## config.mk

```make
export PLATFORM = sky130hd
export DESIGN_NAME = cic_interp
export DESIGN_NICKNAME = d
export VERILOG_FILES = /design/src/rtl/cic_pkg.sv /design/src/rtl/cic_comb_stage.sv /design/src/rtl/cic_interp.sv
export SDC_FILE = /design/constraint.sdc
export NUM_CORES = 1
export LEC_CHECK = 0
export BUFFER_PORTS_ARGS = -buffer_cell sky130_fd_sc_hd__buf_2
export CAP_MARGIN = 20
export CELL_PAD_IN_SITES_DETAIL_PLACEMENT = 0
export CELL_PAD_IN_SITES_GLOBAL_PLACEMENT = 2
export CORE_ASPECT_RATIO = 1.75
export CORE_MARGIN = 1.5
export CORE_UTILIZATION = 40
export CTS_CLUSTER_DIAMETER = 200
export CTS_CLUSTER_SIZE = 30
export DETAILED_ROUTE_END_ITERATION = 10
export MAX_ROUTING_LAYER = met4
export PLACE_DENSITY_LB_ADDON = 0.15
export SLEW_MARGIN = 15
export SYNTH_ARGS = -nofsm -noshare
export SYNTH_HDL_FRONTEND = slang
export SYNTH_SLANG_ARGS = --single-unit
```

## constraint.sdc

```tcl
create_clock -name clk -period 8.3 [get_ports clk]
set_input_delay 2.49 -clock clk [delete_from_list [all_inputs] [get_ports clk]]
set_output_delay 2.49 -clock clk [all_outputs]
set_load 0.005 [all_outputs]
```

## src/rtl/cic_pkg.sv

```systemverilog
// Shared definitions for the CIC interpolator: gain-shift helper,
// round/saturate helper and the pending-sample state encoding.
package cic_pkg;

    localparam logic signed [15:0] SAT_MAX = 16'sh7FFF;
    localparam logic signed [15:0] SAT_MIN = 16'sh8000;

    typedef enum logic {
        PEND_EMPTY = 1'b0,
        PEND_FULL  = 1'b1
    } pend_state_t;

    // Right shift that brings the CIC DC gain (R*M)^N / R back to 1.
    function automatic int cic_gs(input int n, input int r, input int m);
        return n * $clog2(r * m) - $clog2(r);
    endfunction

    function automatic logic signed [15:0] round_sat(input logic signed [63:0] x,
                                                     input int gs);
        logic signed [63:0] t;
        if (gs > 0) begin
            t = (x + (64'sd1 <<< (gs - 1))) >>> gs;
        end else begin
            t = x;
        end
        if (t > longint'(SAT_MAX)) begin
            return SAT_MAX;
        end else if (t < longint'(SAT_MIN)) begin
            return SAT_MIN;
        end
        return 16'(t);
    endfunction

endpackage

```

## src/rtl/cic_comb_stage.sv

```systemverilog
// One CIC comb: M-deep delay line and subtractor, advanced on en.
module cic_comb_stage #(
    parameter int W = 22,
    parameter int M = 1
) (
    input  logic                clk,
    input  logic                reset,
    input  logic                en,
    input  logic signed [W-1:0] in_data,
    output logic signed [W-1:0] out_data
);

    logic signed [W-1:0] dly [M];

    assign out_data = in_data - dly[M-1];

    always_ff @(posedge clk or posedge reset) begin
        if (reset) begin
            for (int i = 0; i < M; i++) begin
                dly[i] <= '0;
            end
        end else if (en) begin
            dly[0] <= in_data;
            for (int i = 1; i < M; i++) begin
                dly[i] <= dly[i-1];
            end
        end
    end

endmodule

```

## src/rtl/cic_interp.sv

```systemverilog
// CIC interpolator by R: N combs at the input rate, N integrators on hi_ce.
// Define CIC_ROUND_EN for round-half-up with saturation instead of truncation.
module cic_interp
    import cic_pkg::*;
#(
    parameter int IW = 16,
    parameter int N  = 3,
    parameter int R  = 8,
    parameter int M  = 1
) (
    input  logic                 clk,
    input  logic                 reset,
    input  logic                 in_valid,
    input  logic signed [IW-1:0] in_data,
    input  logic                 hi_ce,
    output logic signed [IW-1:0] out_data,
    output logic                 out_valid,
    output logic                 overrun
);

    localparam int GS = cic_gs(N, R, M);
    localparam int W  = IW + GS;

    logic signed [W-1:0]  c0;
    logic signed [W-1:0]  comb_result;
    logic signed [W-1:0]  pend_data;
    logic signed [W-1:0]  inj;
    logic signed [IW-1:0] scaled;
    pend_state_t          pend_state;
    pend_state_t          pend_next;
    logic                 overrun_next;

    assign c0 = W'(in_data);

    for (genvar k = 0; k < N; k++) begin : g_comb
        logic signed [W-1:0] c_in;
        logic signed [W-1:0] c_out;
        if (k == 0) begin : g_first
            assign c_in = c0;
        end else begin : g_rest
            assign c_in = g_comb[k-1].c_out;
        end
        cic_comb_stage #(
            .W (W),
            .M (M)
        ) u_comb (
            .clk      (clk),
            .reset    (reset),
            .en       (in_valid),
            .in_data  (c_in),
            .out_data (c_out)
        );
    end

    assign comb_result = g_comb[N-1].c_out;

    always_ff @(posedge clk or posedge reset) begin
        if (reset) begin
            pend_data <= '0;
        end else if (in_valid) begin
            pend_data <= comb_result;
        end
    end

    always_ff @(posedge clk or posedge reset) begin
        if (reset) begin
            pend_state <= PEND_EMPTY;
            overrun    <= 1'b0;
        end else begin
            pend_state <= pend_next;
            overrun    <= overrun_next;
        end
    end

    // A coincident hi_ce takes the old sample, so a new one is then not an overrun.
    always_comb begin
        pend_next    = pend_state;
        overrun_next = 1'b0;
        if (in_valid) begin
            pend_next = PEND_FULL;
            if (pend_state == PEND_FULL && !hi_ce) begin
                overrun_next = 1'b1;
            end
        end else if (hi_ce) begin
            pend_next = PEND_EMPTY;
        end
    end

    assign inj = (pend_state == PEND_FULL) ? pend_data : '0;

    for (genvar k = 0; k < N; k++) begin : g_integ
        logic signed [W-1:0] acc;
        logic signed [W-1:0] acc_next;
        logic signed [W-1:0] addend;
        if (k == 0) begin : g_first
            assign addend = inj;
        end else begin : g_rest
            assign addend = g_integ[k-1].acc;
        end
        assign acc_next = hi_ce ? acc + addend : acc;
        always_ff @(posedge clk or posedge reset) begin
            if (reset) begin
                acc <= '0;
            end else begin
                acc <= acc_next;
            end
        end
    end

`ifdef CIC_ROUND_EN
    assign scaled = IW'(round_sat(64'(g_integ[N-1].acc_next), GS));
`else
    assign scaled = IW'(g_integ[N-1].acc_next >>> GS);
`endif

    // Scaling the post-update value makes out_data current while out_valid is high.
    always_ff @(posedge clk or posedge reset) begin
        if (reset) begin
            out_data  <= '0;
            out_valid <= 1'b0;
        end else begin
            out_valid <= hi_ce;
            if (hi_ce) begin
                out_data <= scaled;
            end
        end
    end

endmodule

```

==> reports/qor.txt <==
Yosys synthesis warning count: 0
CP Cell Sequence: buf_2 > inv_1 > ha_1 > inv_1 > fa_1 > a21o_1 > a21oi_1 > o211a_1 > nor2_1 > xor2_1 > ha_1 > a21oi_1 > nand2_1 > a21o_1 > o21ai_0 > a21oi_1 > xor2_1 > ha_1 > a21o_1 > and2_1 > o31ai_1 > mux2i_1 > nand2_1
Overflow after GRT: 0
FILL cells: 2,959
Post-route ant nets: 0
ANT cells: 0
CP endpoint kind: flip-flop
Crit-path max cell delay: 0.43 ns
Tcrit/Tclk final: 85.1%
Part of the Yosys area used for sequential elements: 33.3%
Worst Setup SP: in_data[0]
DR DRC count: 0
Via count: 9,716
Clock Sinks: 158
Total track usage: 20.5%
Setup TNS: 0 ns
Count leader, synth: dfrtp_1
DRT Pass-1 Iters: 4
Max Clock Skew: 0.0103 ns
R2R cell count: 21
Detailed placement HPWL: 21.5 mm
Clock Tree Buf Depth: 2
Mapped Cells: 1,364
Core Footprint: 29,300 um2
Data required, critical path: 8.65 ns
Final #Nets: 1,523
1st-iter DRT viols: 409
CTS Buf Count: 17
Die width: 133 um
CTS Root Cell: clkbuf_16
RD Place Congestion: 0.818
Initial core utilization: 40.6%
Routed wire length: 28.7 mm
CTS tree: done
Min cycle time layout: 7.06 ns
Dominant cell type by area after synthesis: dfrtp_1
Min Hold Slack: 0.475 ns
Wire length per cell: 16.1 um
Max_cap viols: 0
Status: complete, no violations
# port buffers: 37
Syn Nets: 1,504
Worst endpoint data arrival time: 7.41 ns
R2R setup slack: 3.07 ns
Relative slew slack: 28.1%
Post-synth top flop: dfrtp_1
Asr flop ratio synth: 100%
Final hold violations: 0
Unique masters post-synth: 71
Worst-Skew Late Latency: 0.46 ns
Worst setup path class: in -> reg
Area grow syn2layout: 9.93%
Reg-to-Reg Start: g_comb[0].u_comb.dly[0]
Row cnt: 83
Layout cell share with drive strength beyond 1: 10.5%
Die Area: 30,800 um2
EDFF count, synth: 0
RSZ-0062 raised after global routing: no
Largest net degree at the start of global routing: 81
Fmax: 0.142 GHz
Antenna violations before repair: 0
Reg-to-Reg End: pend_data[15]
First-pass GRT wire length: 49.0 mm
Multi-input logic area: 7360 um2
Critical path fanouts, max: 6
Synth Cell Area: 11,900 um2
Post-CTS Setup Bufs: 0
Top cell type's share of synthesized area: 33.3%
Post-CTS resize count: 0
Startpoint types: input port
Pins Over Slew Limit: 0
Endpoints failing setup: 0
Cts-stage hold buffer count: 0
Top cells by count, synth: dfrtp_1, nand2_1, ha_1, inv_1, o21ai_0
Slowest stage cell, crit path: o21ai_0
Via density per instance: 5.46
Register bit total from synthesis: 158
Synth area leaders: dfrtp_1, ha_1, mux2_2
Hold crit path type: reg -> reg
Vias in the first global route: 10,100
Slew at the pin closest to its max-slew limit: 1.07 ns
Htree depth: 4
Top Ports: 38
FF/Latch Area: 3950 um2
Clock slew at reported path FFs: 0.07 ns
Avg Synthesized Cell Area: 8.72 um2
Worst Setup EP: pend_data[15]
Die height: 231 um
## worst max-delay path, delay by kind of cell
| kind | cells | cell delay [ns] |
|---|---|---|
| buffers and inverters | 3 | 0.21 |
| multiplexers | 1 | 0.23 |
| XOR/XNOR | 2 | 0.34 |
| AND/OR/NAND/NOR | 4 | 0.47 |
| AO/OA/AOI/OAI | 9 | 2.38 |
| adder cells (fa/ha/maj) | 4 | 1.28 |
## area by class of cell
type / count / share of cell area (%)
Sequential cell: 158 / 30.3
Multi-Input combinational cell: 1053 / 56.3
Clock buffer: 22 / 3.70
Tap cell: 382 / 3.66
Timing Repair Buffer: 44 / 1.89
Clock inverter: 10 / 1.02
Inverter: 109 / 3.17
## worst min-delay path by stage
| stage | from | endpoint | slack [ns] | depth (start not counted) |
|---|---|---|---|---|
| after floorplan | pend_data[13] | pend_data[13] | 0.44 | 2 |
| after global placement | pend_data[3] | pend_data[3] | 0.45 | 1 |
| after detailed placement | pend_data[13] | pend_data[13] | 0.47 | 2 |
| after CTS | pend_data[3] | pend_data[3] | 0.49 | 1 |
| after global routing | g_comb[2].u_comb.dly[16] | g_comb[2].u_comb.dly[16] | 0.51 | 2 |
| final | pend_data[3] | pend_data[3] | 0.48 | 1 |
## placed cells by master (no fill, tap or decap), types with 29 or more instances in the layout
cell	instances
a21o_1	38
a21oi_1	93
and2_1	29
buf_2	35
dfrtp_1	158
ha_1	114
inv_1	107
mux2_2	55
nand2_1	123
nand3_1	46
nor2_1	93
nor3_1	29
o21ai_0	95
xnor2_1	40
## state kept, by name, summed over array words and instances (netlist names)
name,count
g_integ.acc,66
g_comb.u_comb.dly,51
pend_data,22
out_data,16
out_valid,1
overrun,1
pend_state,1
## cell families (layout without fill, tap and decap cells)
family	after synthesis	after routing	synth area share, %
fa+ha+maj	120	120	13.0
simple gates	409	409	16.6
compound gates	405	405	22.3
buf+inv	153	185	4.84
xor+xnor	60	60	4.42
mux	59	59	5.59
flops	158	158	33.3
## metal layers
metal | vias up | global-route usage [%] | part of all wire (%)
met2 | 112 | 40.6 | 57
li1 | 4978 | - | -
met1 | 4571 | 19.0 | 37
met3 | 55 | 2.62 | 1.5
met5 | - | - | 0
met4 | 0 | 9.88 | 3.9
## metrics by stage
stage	cell area (um2)	cells	worst slack (ns)	utilization, %
after global placement	12400	1746	0.829	42.5
final	13100	1778	1.24	44.6
after detailed placement	12400	1746	0.795	42.5
after floorplan	11900	1364	1.55	-
after global routing	13100	1778	0.814	44.6
after CTS	13100	1778	1.26	44.6
Power is left out: the tool's default activity adds up to more than one toggle a clock period on the data nets, which glitch-free logic cannot reach.
